`src/rtl/sid_filter_sequencer.sv`:
```
// Sequences the shared SID filter through its pipeline stages for each enabled SID
// and captures the resulting audio sample one cycle after the final stage.
module sid_filter_sequencer #(
    parameter int AUDIO_W    = 20,
    parameter int LAST_STAGE = 7
) (
    input  logic                      clk,
    input  logic                      rst_n,
    input  logic                      start_i,
    input  logic [1:0]                en_i,
    input  logic                      clr_ovr_i,
    input  logic signed [AUDIO_W-1:0] audio_i,
    output logic [2:0]                stage_o,
    output logic                      sidno_o,
    output logic signed [AUDIO_W-1:0] audio0_o,
    output logic signed [AUDIO_W-1:0] audio1_o,
    output logic [1:0]                valid_o,
    output logic                      busy_o,
    output logic                      overrun_o
);

    typedef enum logic [0:0] {
        IDLE = 1'b0,
        RUN  = 1'b1
    } state_t;

    localparam logic [2:0] LAST_S = 3'(LAST_STAGE);

    state_t                     state_r, state_s;
    logic [2:0]                 stage_r, stage_s;
    logic                       sidno_r, sidno_s;
    logic                       more_r, more_s;
    logic                       pend_valid_r, pend_valid_s;
    logic                       pend_id_r, pend_id_s;
    logic [1:0]                 valid_r, valid_s;
    logic                       busy_r, busy_s;
    logic                       overrun_r, overrun_s;
    logic signed [AUDIO_W-1:0]  audio0_r, audio1_r;
    logic                       accept_s, reject_s;

    // Next-state, stage sequencing, capture scheduling and status flags.
    always_comb begin
        state_s      = state_r;
        stage_s      = stage_r;
        sidno_s      = sidno_r;
        more_s       = more_r;
        pend_valid_s = 1'b0;
        pend_id_s    = pend_id_r;
        accept_s     = start_i && !busy_r && (en_i != 2'b00);
        reject_s     = start_i && busy_r;

        case (state_r)
            IDLE: begin
                if (accept_s) begin
                    state_s = RUN;
                    stage_s = 3'd1;
                    sidno_s = ~en_i[0];
                    // SID 1 still owed only when SID 0 goes first
                    more_s  = en_i[0] & en_i[1];
                end else begin
                    stage_s = 3'd0;
                end
            end
            RUN: begin
                if (stage_r == LAST_S) begin
                    pend_valid_s = 1'b1;
                    pend_id_s    = sidno_r;
                    if (more_r) begin
                        stage_s = 3'd1;
                        sidno_s = 1'b1;
                        more_s  = 1'b0;
                    end else begin
                        state_s = IDLE;
                        stage_s = 3'd0;
                    end
                end else begin
                    stage_s = stage_r + 3'd1;
                end
            end
            default: begin
                state_s = IDLE;
                stage_s = 3'd0;
                more_s  = 1'b0;
            end
        endcase

        busy_s = (state_s == RUN) || pend_valid_s;

        if (pend_valid_r) begin
            valid_s = pend_id_r ? 2'b10 : 2'b01;
        end else begin
            valid_s = 2'b00;
        end

        // A rejected start wins over a simultaneous clear
        if (reject_s) begin
            overrun_s = 1'b1;
        end else if (clr_ovr_i) begin
            overrun_s = 1'b0;
        end else begin
            overrun_s = overrun_r;
        end
    end

    // State, output and audio capture registers with synchronous reset.
    always_ff @(posedge clk) begin
        if (!rst_n) begin
            state_r      <= IDLE;
            stage_r      <= 3'd0;
            sidno_r      <= 1'b0;
            more_r       <= 1'b0;
            pend_valid_r <= 1'b0;
            pend_id_r    <= 1'b0;
            valid_r      <= 2'b00;
            busy_r       <= 1'b0;
            overrun_r    <= 1'b0;
            audio0_r     <= '0;
            audio1_r     <= '0;
        end else begin
            state_r      <= state_s;
            stage_r      <= stage_s;
            sidno_r      <= sidno_s;
            more_r       <= more_s;
            pend_valid_r <= pend_valid_s;
            pend_id_r    <= pend_id_s;
            valid_r      <= valid_s;
            busy_r       <= busy_s;
            overrun_r    <= overrun_s;
            if (pend_valid_r && pend_id_r) begin
                audio1_r <= audio_i;
            end else if (pend_valid_r) begin
                audio0_r <= audio_i;
            end else begin
                audio0_r <= audio0_r;
            end
        end
    end

    assign stage_o   = stage_r;
    assign sidno_o   = sidno_r;
    assign audio0_o  = audio0_r;
    assign audio1_o  = audio1_r;
    assign valid_o   = valid_r;
    assign busy_o    = busy_r;
    assign overrun_o = overrun_r;

endmodule

```
`config.mk`:
```
export PLATFORM = sky130hd
export DESIGN_NAME = sid_filter_sequencer
export DESIGN_NICKNAME = d
export VERILOG_FILES = /design/src/rtl/sid_filter_sequencer.sv
export SDC_FILE = /design/constraint.sdc
export NUM_CORES = 1
export LEC_CHECK = 0
export CAP_MARGIN = 30
export CORE_MARGIN = 3
export CORE_UTILIZATION = 35
export CTS_CLUSTER_SIZE = 28
export DETAILED_ROUTE_END_ITERATION = 7
export PLACE_DENSITY_LB_ADDON = 0.08
export SYNTH_ARGS = -nofsm -noshare
export SYNTH_HDL_FRONTEND = slang
export SYNTH_SLANG_ARGS = --single-unit
```
`constraint.sdc`:
```
create_clock -name clk -period 2.15 [get_ports clk]
set_input_delay 0.215 -clock clk [delete_from_list [all_inputs] [get_ports clk]]
set_output_delay 0.215 -clock clk [all_outputs]
set_load 0.02 [all_outputs]
```
==> results.txt, run 1 <==
----------------------------------------------------
[Detailed routing]
  Wire length on met1 ... 1.987 mm
  Routed vias ... 1691
  Highest metal used ... met4
  Metal2 WL ... 2.161 mm
  Final routed DRC violation total ... 0
  Starting DRC count in detailed routing ... 75
  DR WL/cell ... 12.35 microns
  Vias/cell ... 4.633
  ANT nets after route ... 0
  Detailed-routing iteration count for the pre-antenna-repair pass ... 4
  Wire length reported by the detailed router ... 4.506 mm
  Total met3 wirelength after detailed routing ... 298 microns

[Clock tree]
  TritonCTS buffer count ... 5
  Clock tree from TritonCTS ... done
  Clock latency at the later pin of the worst-skew pair ... 0.30 ns
  Clock root buffer master ... sky130_fd_sc_hd__clkbuf_8
  Number of instances resized during post-cts repair ... 0
  Clock sink count ... 52
  Hold_buf cts ... 0
  Post-CTS setup buffer count ... 0
  Max H-tree Level ... 2
  Maximum buffer depth of the clock tree ... 2
  Clock edge transition at the registers on the reported setup and hold paths ... 0.09 ns

[Synthesis]
  Number of warnings reported in the yosys synthesis log ... 0
  Share of the synthesized area in the top cell type ... 55.76%
  FF+latch count, synth ... 52
  Dominant combinational cell family by area after synthesis ... simple AND/OR/NAND/NOR gates
  Net count after synthesis ... 256
  Biggest area consumer among synthesized cells ... sky130_fd_sc_hd__dfxtp_1
  Distinct cell type count of the synthesized netlist ... 24
  Synthesized-area fraction occupied by ao, oa, aoi and oai cells ... 12.94%
  Xor and xnor fraction of the mapped netlist area ... 0%
  Syn Std Cell Area ... 0.001867 sq mm
  Multiplexer area fraction after synthesis ... 0.5362%
  Mean instance size in the synthesized netlist ... 8.224 sq um
  Synth area leaders ... sky130_fd_sc_hd__dfxtp_1 56%, sky130_fd_sc_hd__nand2_1 18%, sky130_fd_sc_hd__a21oi_1 12%
  Synth Area in Simple Gates ... 23.86%
  Synthesized instance count ... 227
  Seq/Total Area, Yosys ... 55.76%
  Synthesized-area fraction occupied by adder cells ... 2.011%

[Layout]
  Layout overhead on the synthesized area ... 45.91%
  Post-route cell area ... 0.002724 sq mm
  Count of nets after finishing ... 326
  Fraction of final layout cells with drive strength greater than 1 ... 4.362%
  Antenna Diode Count ... 0
  Filler cell count in the final layout ... 511
  Final core utilization ... 55.11%
  Leading cell type in the layout, fill and taps excluded ... sky130_fd_sc_hd__nand2_1
  Commonest non-fill, non-tap cells in the layout ... 89 x sky130_fd_sc_hd__nand2_1, 73 x sky130_fd_sc_hd__clkdlybuf4s50_1, 52 x sky130_fd_sc_hd__dfxtp_1

[Timing]
  Worst Slack Setup Final ... 0.5956 ns
  Relative slew margins ... 47.68%
  Actual slew at the worst max-slew pin ... 0.7829 ns
  Final count of negative-setup-slack endpoints ... 0
  Clock skew after layout ... 0.008198 ns
  Post-layout minimum cycle time ... 1.554 ns
  Peak clock frequency supported by timing ... 643.3 MHz
  Summed negative setup slack over all endpoints ... 0 ns
  Slew Limit Fails ... 0
  RSZ-0062 raised after global routing ... false
  Total count of hold-check failures in the final report ... 0
  Period utilisation layout ... 72.30%

[Worst setup path]
  Worst endpoint required time ... 1.93 ns
  Master of the slowest instance on the critical path ... sky130_fd_sc_hd__clkdlybuf4s50_1
  Crit end category ... primary output
  CP top delay family ... buffers and inverters
  Kind of critical path ... register to primary output
  Combined buffer and inverter count along the critical path ... 1
  Delay of the slowest cell on the worst path ... 0.63 ns
  Cell-by-cell trace of the critical path ... clkdlybuf4s50_1
  Critical path peak fanout ... 5
  Critical path data arrival time ... 1.34 ns
  Startpoint types ... register

[Global route]
  Antenna violations before repair ... 0
  Via count of the first global-routing pass ... 1598
  Grt ovf ... 0
  Pin count of the biggest net entering global routing ... 27
  Global-route total usage across every layer ... 15.14%
  First-pass GRT wire length ... 7.486 mm

[Floorplanning]
  Io pins ... 74
  Die boundary height ... 79.03 microns
  Floorplan core area ... 0.004942 sq mm
  Starting density of the core ... 37.77%
  Number of rows created at floorplan ... 25
  Horizontal die dimension ... 79.03 microns
  Die area ... 0.006246 sq mm

[Outcome]
  Run status ... completed

[Placement]
  Hpwl dp ... 3.199 mm
  Final GP Congestion ... 0.7200
  Worst slack at placement ... 0.6247 ns
  IO Port Bufs ... 73
  Area post-placement ... 0.002631 sq mm

[Pwr]
  Leakage power total ... 0.9313 nW
  Worst voltage drop across the vdd grid ... 342.4 uV
  Total power divided by cell area ... 605.3 mW/mm^2

[Worst hold path]
  Classification of the worst-slack hold path ... register to register

[Job]
  Number of max-capacitance violations reported ... 0

----------------------------------------------------
==> path summary, 6_finish.rpt <==
| check | startpoint | endpoint | slack [ns] | cells past startpoint |
|---|---|---|---|---|
| worst max-delay path | busy_o | busy_o | 0.60 | 1 |
| worst min-delay path | audio1_o[6] | audio1_o[6] | 0.46 | 2 |
| worst max register to register | pend_id_r | audio1_o[9] | 0.85 | 3 |
| worst min register to register | audio1_o[6] | audio1_o[6] | 0.46 | 2 |
==> synth_stat cells <==
master / n
sky130_fd_sc_hd__nor3b_1: 3
sky130_fd_sc_hd__nor3_1: 1
sky130_fd_sc_hd__nand3_1: 2
sky130_fd_sc_hd__nor2_1: 4
sky130_fd_sc_hd__inv_1: 3
sky130_fd_sc_hd__ha_1: 3
sky130_fd_sc_hd__clkbuf_1: 1
sky130_fd_sc_hd__and2b_1: 1
sky130_fd_sc_hd__nand4bb_1: 1
sky130_fd_sc_hd__dfxtp_1: 52
sky130_fd_sc_hd__buf_2: 10
sky130_fd_sc_hd__a31oi_1: 2
sky130_fd_sc_hd__mux2i_1: 1
sky130_fd_sc_hd__or2_0: 1
sky130_fd_sc_hd__nand2b_1: 1
sky130_fd_sc_hd__a211oi_1: 1
sky130_fd_sc_hd__o22ai_1: 1
sky130_fd_sc_hd__and2_1: 2
sky130_fd_sc_hd__buf_4: 2
sky130_fd_sc_hd__buf_6: 1
sky130_fd_sc_hd__nand2_1: 89
sky130_fd_sc_hd__a21oi_1: 43
sky130_fd_sc_hd__and3_1: 1
sky130_fd_sc_hd__nand2b_2: 1
==> flip-flops by register name (all words and copies together) (netlist names), 2 cells and up <==
signal	count
audio1_o	20
valid_o	2
audio0_o	20
stage_o	3
==> tightest hold or removal path, cell delays in order (launching register included) <==
cell	delay [ns]
sky130_fd_sc_hd__dfxtp_1	0.32
sky130_fd_sc_hd__nand2_1	0.05
sky130_fd_sc_hd__a21oi_1	0.05
==> layout make-up <==
cell class | count | area (sq um) | area share [%]
tap | 67 | 83.83 | 3.078
timing repair buffer | 77 | 760.7 | 27.93
clock inverter | 2 | 10.01 | 0.3675
clock buffer | 6 | 82.58 | 3.032
sequential | 52 | 1041 | 38.22
inverter | 3 | 11.26 | 0.4134
multi-input combinational | 158 | 734.5 | 26.96
==> per-stage QoR <==
| step | instances | power [mW] | hold WS, ns |
|---|---|---|---|
| floorplan | 227 | 1.043 | 0.3311 |
| global placement | 357 | 1.115 | 0.4411 |
| detailed placement | 357 | 1.115 | 0.4458 |
| CTS | 365 | 1.673 | 0.4581 |
| global route | 365 | 1.720 | 0.4774 |
| finish | 365 | 1.649 | 0.4560 |
==> cells by family (layout without fill, tap and decap cells) <==
| kind of cell | after synthesis | after routing |
|---|---|---|
| AO/OA/AOI/OAI | 47 | 47 |
| adder cells (fa/ha/maj) | 3 | 3 |
| flip-flops | 52 | 52 |
| AND/OR/NAND/NOR | 107 | 107 |
| buffers and inverters | 17 | 88 |
| multiplexers | 1 | 1 |
==> metal layers <==
| metal | vias to the layer above | GRT usage, % |
|---|---|---|
| met5 | - | 0 |
| li1 | 867 | - |
| met2 | 49 | 24.58 |
| met1 | 770 | 18.83 |
| met3 | 5 | 4.989 |
| met4 | 0 | 5.155 |
==> power by group <==
group          internal [mW]  switching (mW)
sequential             0.971          0.0104
clock                  0.257           0.300
combinational         0.0640          0.0467
total                   1.29           0.357
Power figures use the tool's default switching activity.
==> inputs of run 2 (changes only) <==
==> constraint.sdc (replaced) <==
create_clock -name clk -period 1.6 [get_ports clk]
set_input_delay 0.16 -clock clk [delete_from_list [all_inputs] [get_ports clk]]
set_output_delay 0.16 -clock clk [all_outputs]
set_load 0.02 [all_outputs]
==> run 2 against run 1 <==
  * Hold slack got worse by 0.023 ns
  * Routed wire length fell by 0.40%
  * Sequential share of layout area is 0.24 points lower
  * Clock skew down 0.0046 ns
  * Design area grew 0.64%
  * Combinational power increased by 37%
  * First-iteration DRC count decreased by 25%
  * Critical path depth stayed put
  * Utilization grew 0.35 points
  * Cell count did not move
  * Largest cell class unchanged
==> results.txt, run 2 (same netlist as run 1, synthesis figures left out) <==
----------------------------------------------------
[Worst hold path]
  Hold-critical path depth ... 3 (+1)
  Endpoint, Worst Hold ... audio1_o[10]
  Classification of the worst-slack hold path ... input pin to register
  Worst min-delay path startpoint ... audio_i[10]

[Outcome]
  Run status ... completed

[Clock tree]
  Clock sink count ... 52 (unchanged)
  Clock tree from TritonCTS ... done
  Number of instances resized during post-cts repair ... 0 (unchanged)
  Clock latency at the later pin of the worst-skew pair ... 0.29 ns (about the same)
  Clock edge transition at the registers on the reported setup and hold paths ... 0.09 ns (about the same)
  Hold_buf cts ... 0 (unchanged)
  Maximum buffer depth of the clock tree ... 2 (unchanged)
  TritonCTS buffer count ... 5 (unchanged)
  Post-CTS setup buffer count ... 0 (unchanged)
  Clock root buffer master ... sky130_fd_sc_hd__clkbuf_8
  Max H-tree Level ... 2 (unchanged)

[Job]
  Number of max-capacitance violations reported ... 0 (unchanged)

[Worst setup path]
  Critical path data arrival time ... 1.33 ns (about the same)
  Delay of the slowest cell on the worst path ... 0.63 ns (about the same)
  Setup slack, reg-to-reg ... 0.25 ns (-0.60 ns)
  Startpoint types ... register
  Cell-by-cell trace of the critical path ... clkdlybuf4s50_1
  Worst endpoint required time ... 1.44 ns (-0.49 ns)
  Crit Reg-Reg Startpoint ... pend_id_r
  R2R cell count ... 3 (unchanged)
  Combined buffer and inverter count along the critical path ... 1 (unchanged)
  Crit end category ... primary output
  Critical path peak fanout ... 5 (unchanged)
  Master of the slowest instance on the critical path ... sky130_fd_sc_hd__clkdlybuf4s50_1
  Destination of the worst register-to-register timing path ... audio0_o[15]
  Kind of critical path ... register to primary output
  CP top delay family ... buffers and inverters

[Detailed routing]
  Final routed DRC violation total ... 0 (unchanged)
  DR WL/cell ... 12.30 microns (-0.40%)
  Routed vias ... 1684 (-0.41%)
  Wire length reported by the detailed router ... 4.488 mm (-0.40%)
  Starting DRC count in detailed routing ... 56 (-25%)
  Detailed-routing iteration count for the pre-antenna-repair pass ... 2 (-2)
  ANT nets after route ... 0 (unchanged)
  Vias/cell ... 4.614 (-0.41%)

[Pwr]
  Total power divided by cell area ... 789.7 mW/mm^2 (+30%)
  Leakage power total ... 0.9366 nW (+0.57%)
  Worst voltage drop across the vdd grid ... 428.4 uV (+25%)

[Timing]
  Clock skew after layout ... 0.003573 ns (-0.004625 ns)
  RSZ-0062 raised after global routing ... false
  Minimum hold slack ... 0.4332 ns (-0.02277 ns)
  Peak clock frequency supported by timing ... 671.2 MHz
  Worst Slack Setup Final ... 0.1101 ns (-0.4855 ns)
  Slew Limit Fails ... 0 (unchanged)
  Post-layout minimum cycle time ... 1.490 ns
  Summed negative setup slack over all endpoints ... 0 ns (unchanged)
  Relative slew margins ... 51.29% (+3.6 points)
  Final count of negative-setup-slack endpoints ... 0 (unchanged)
  Total count of hold-check failures in the final report ... 0 (unchanged)
  Period utilisation layout ... 93.12%
  Actual slew at the worst max-slew pin ... 0.7307 ns (-0.05222 ns)

[Global route]
  Pin count of the biggest net entering global routing ... 33 (+22%)
  Via count of the first global-routing pass ... 1699 (+6.3%)
  Grt ovf ... 0 (unchanged)
  Global-route total usage across every layer ... 15.35% (+0.21 points)
  Antenna violations before repair ... 0 (unchanged)
  First-pass GRT wire length ... 7.679 mm (+2.6%)

[Placement]
  Final GP Congestion ... 0.7123 (-1.1%)
  Placed instance count ... 358 (+0.28%)
  Area post-placement ... 0.002664 sq mm (+1.2%)
  Hpwl dp ... 3.105 mm (-2.9%)
  Worst slack at placement ... 0.2213 ns (-0.4034 ns)
  IO Port Bufs ... 73 (unchanged)

[Floorplanning]
  Die boundary height ... 79.03 microns (unchanged)
  Number of rows created at floorplan ... 25 (unchanged)
  Starting density of the core ... 37.77% (unchanged)
  Floorplan core area ... 0.004942 sq mm (unchanged)
  Horizontal die dimension ... 79.03 microns (unchanged)
  Die area ... 0.006246 sq mm (unchanged)
  Io pins ... 74 (unchanged)

[Layout]
  Fraction of final layout cells with drive strength greater than 1 ... 4.027% (-0.34 points)
  Post-route cell area ... 0.002741 sq mm (+0.64%)
  Non-filler instance count after layout ... 365 (unchanged)
  Leading cell type in the layout, fill and taps excluded ... sky130_fd_sc_hd__nand2_1
  Count of nets after finishing ... 327 (+0.31%)
  Layout overhead on the synthesized area ... 46.85%
  Commonest non-fill, non-tap cells in the layout ... 89 x sky130_fd_sc_hd__nand2_1, 73 x sky130_fd_sc_hd__clkdlybuf4s50_1, 52 x sky130_fd_sc_hd__dfxtp_1
  Antenna Diode Count ... 0 (unchanged)

----------------------------------------------------
-- run 2: changes by cell type in the layout (fill, tap and decap cells not counted), sizes merged --
cell / delta
buf: +1
clkinv: -1
-- run 2: worst max-delay path by stage --
stage	start	endpoint	slack, ns	depth (start not counted)
6_report	busy_o	busy_o	0.11	1
5_1_grt	busy_o	busy_o	0.04	1
4_1_cts	busy_o	busy_o	0.1	1
3_5_place_dp	pend_id_r	audio0_o[4]	0.22	3
3_3_place_gp	en_i[1]	stage_o[0]	0.24	4
2_1_floorplan	stage_o[0]	stage_o[0]	0.37	4
-- run 2: layout make-up --
| cell class | instances | area [sq um] |
|---|---|---|
| fill | 513 | 2201 |
| clock buffer | 6 | 72.57 |
| sequential | 52 | 1041 |
| inverter | 3 | 11.26 |
| timing repair buffer | 78 | 793.3 |
| tap | 67 | 83.83 |
| clock inverter | 1 | 5.005 |
| multi-input combinational | 158 | 734.5 |
-- run 2: power breakdown --
part	total, mW	leakage, nW	switching [mW]	internal [mW]
Combinational	0.152	0.476	0.0628	0.0893
Clock	0.695	0.0410	0.397	0.298
Sequential	1.32	0.420	0.0131	1.30
Total	2.16	0.937	0.473	1.69
-- run 2: per-stage QoR --
step	utilization (%)	power [mW]
2_1_floorplan	-	1.401
3_3_place_gp	53.90	1.503
3_5_place_dp	53.90	1.501
4_1_cts	55.47	2.197
5_1_grt	55.47	2.261
6_report	55.47	2.165
-- run 2: tightest hold or removal path: stages --
cell and delay [ns]:
sky130_fd_sc_hd__clkdlybuf4s50_1 0.42, sky130_fd_sc_hd__nand2_1 0.06, sky130_fd_sc_hd__a21oi_1 0.05
-- run 2: layer usage --
metal | share of wire, % | vias to the layer above | routed length (microns) | GRT usage, %
li1 | - | 871 | - | -
met1 | 44 | 764 | 1954 | 17.90
met2 | 49 | 44 | 2190 | 26.94
met3 | 6.4 | 5 | 288 | 4.649
met4 | 1.2 | 0 | 55 | 4.639
met5 | 0 | - | 0 | 0
==> inputs of run 3 (changes only) <==
--- a/config.mk
+++ b/config.mk
@@ -10,6 +10,7 @@
 export CORE_UTILIZATION = 35
 export CTS_CLUSTER_SIZE = 28
 export DETAILED_ROUTE_END_ITERATION = 7
+export GPL_ROUTABILITY_DRIVEN = 0
 export PLACE_DENSITY_LB_ADDON = 0.08
 export SYNTH_ARGS = -nofsm -noshare
 export SYNTH_HDL_FRONTEND = slang
==> results of run 3 <==
Final layout, timing and power as in run 2 (identical DEF).
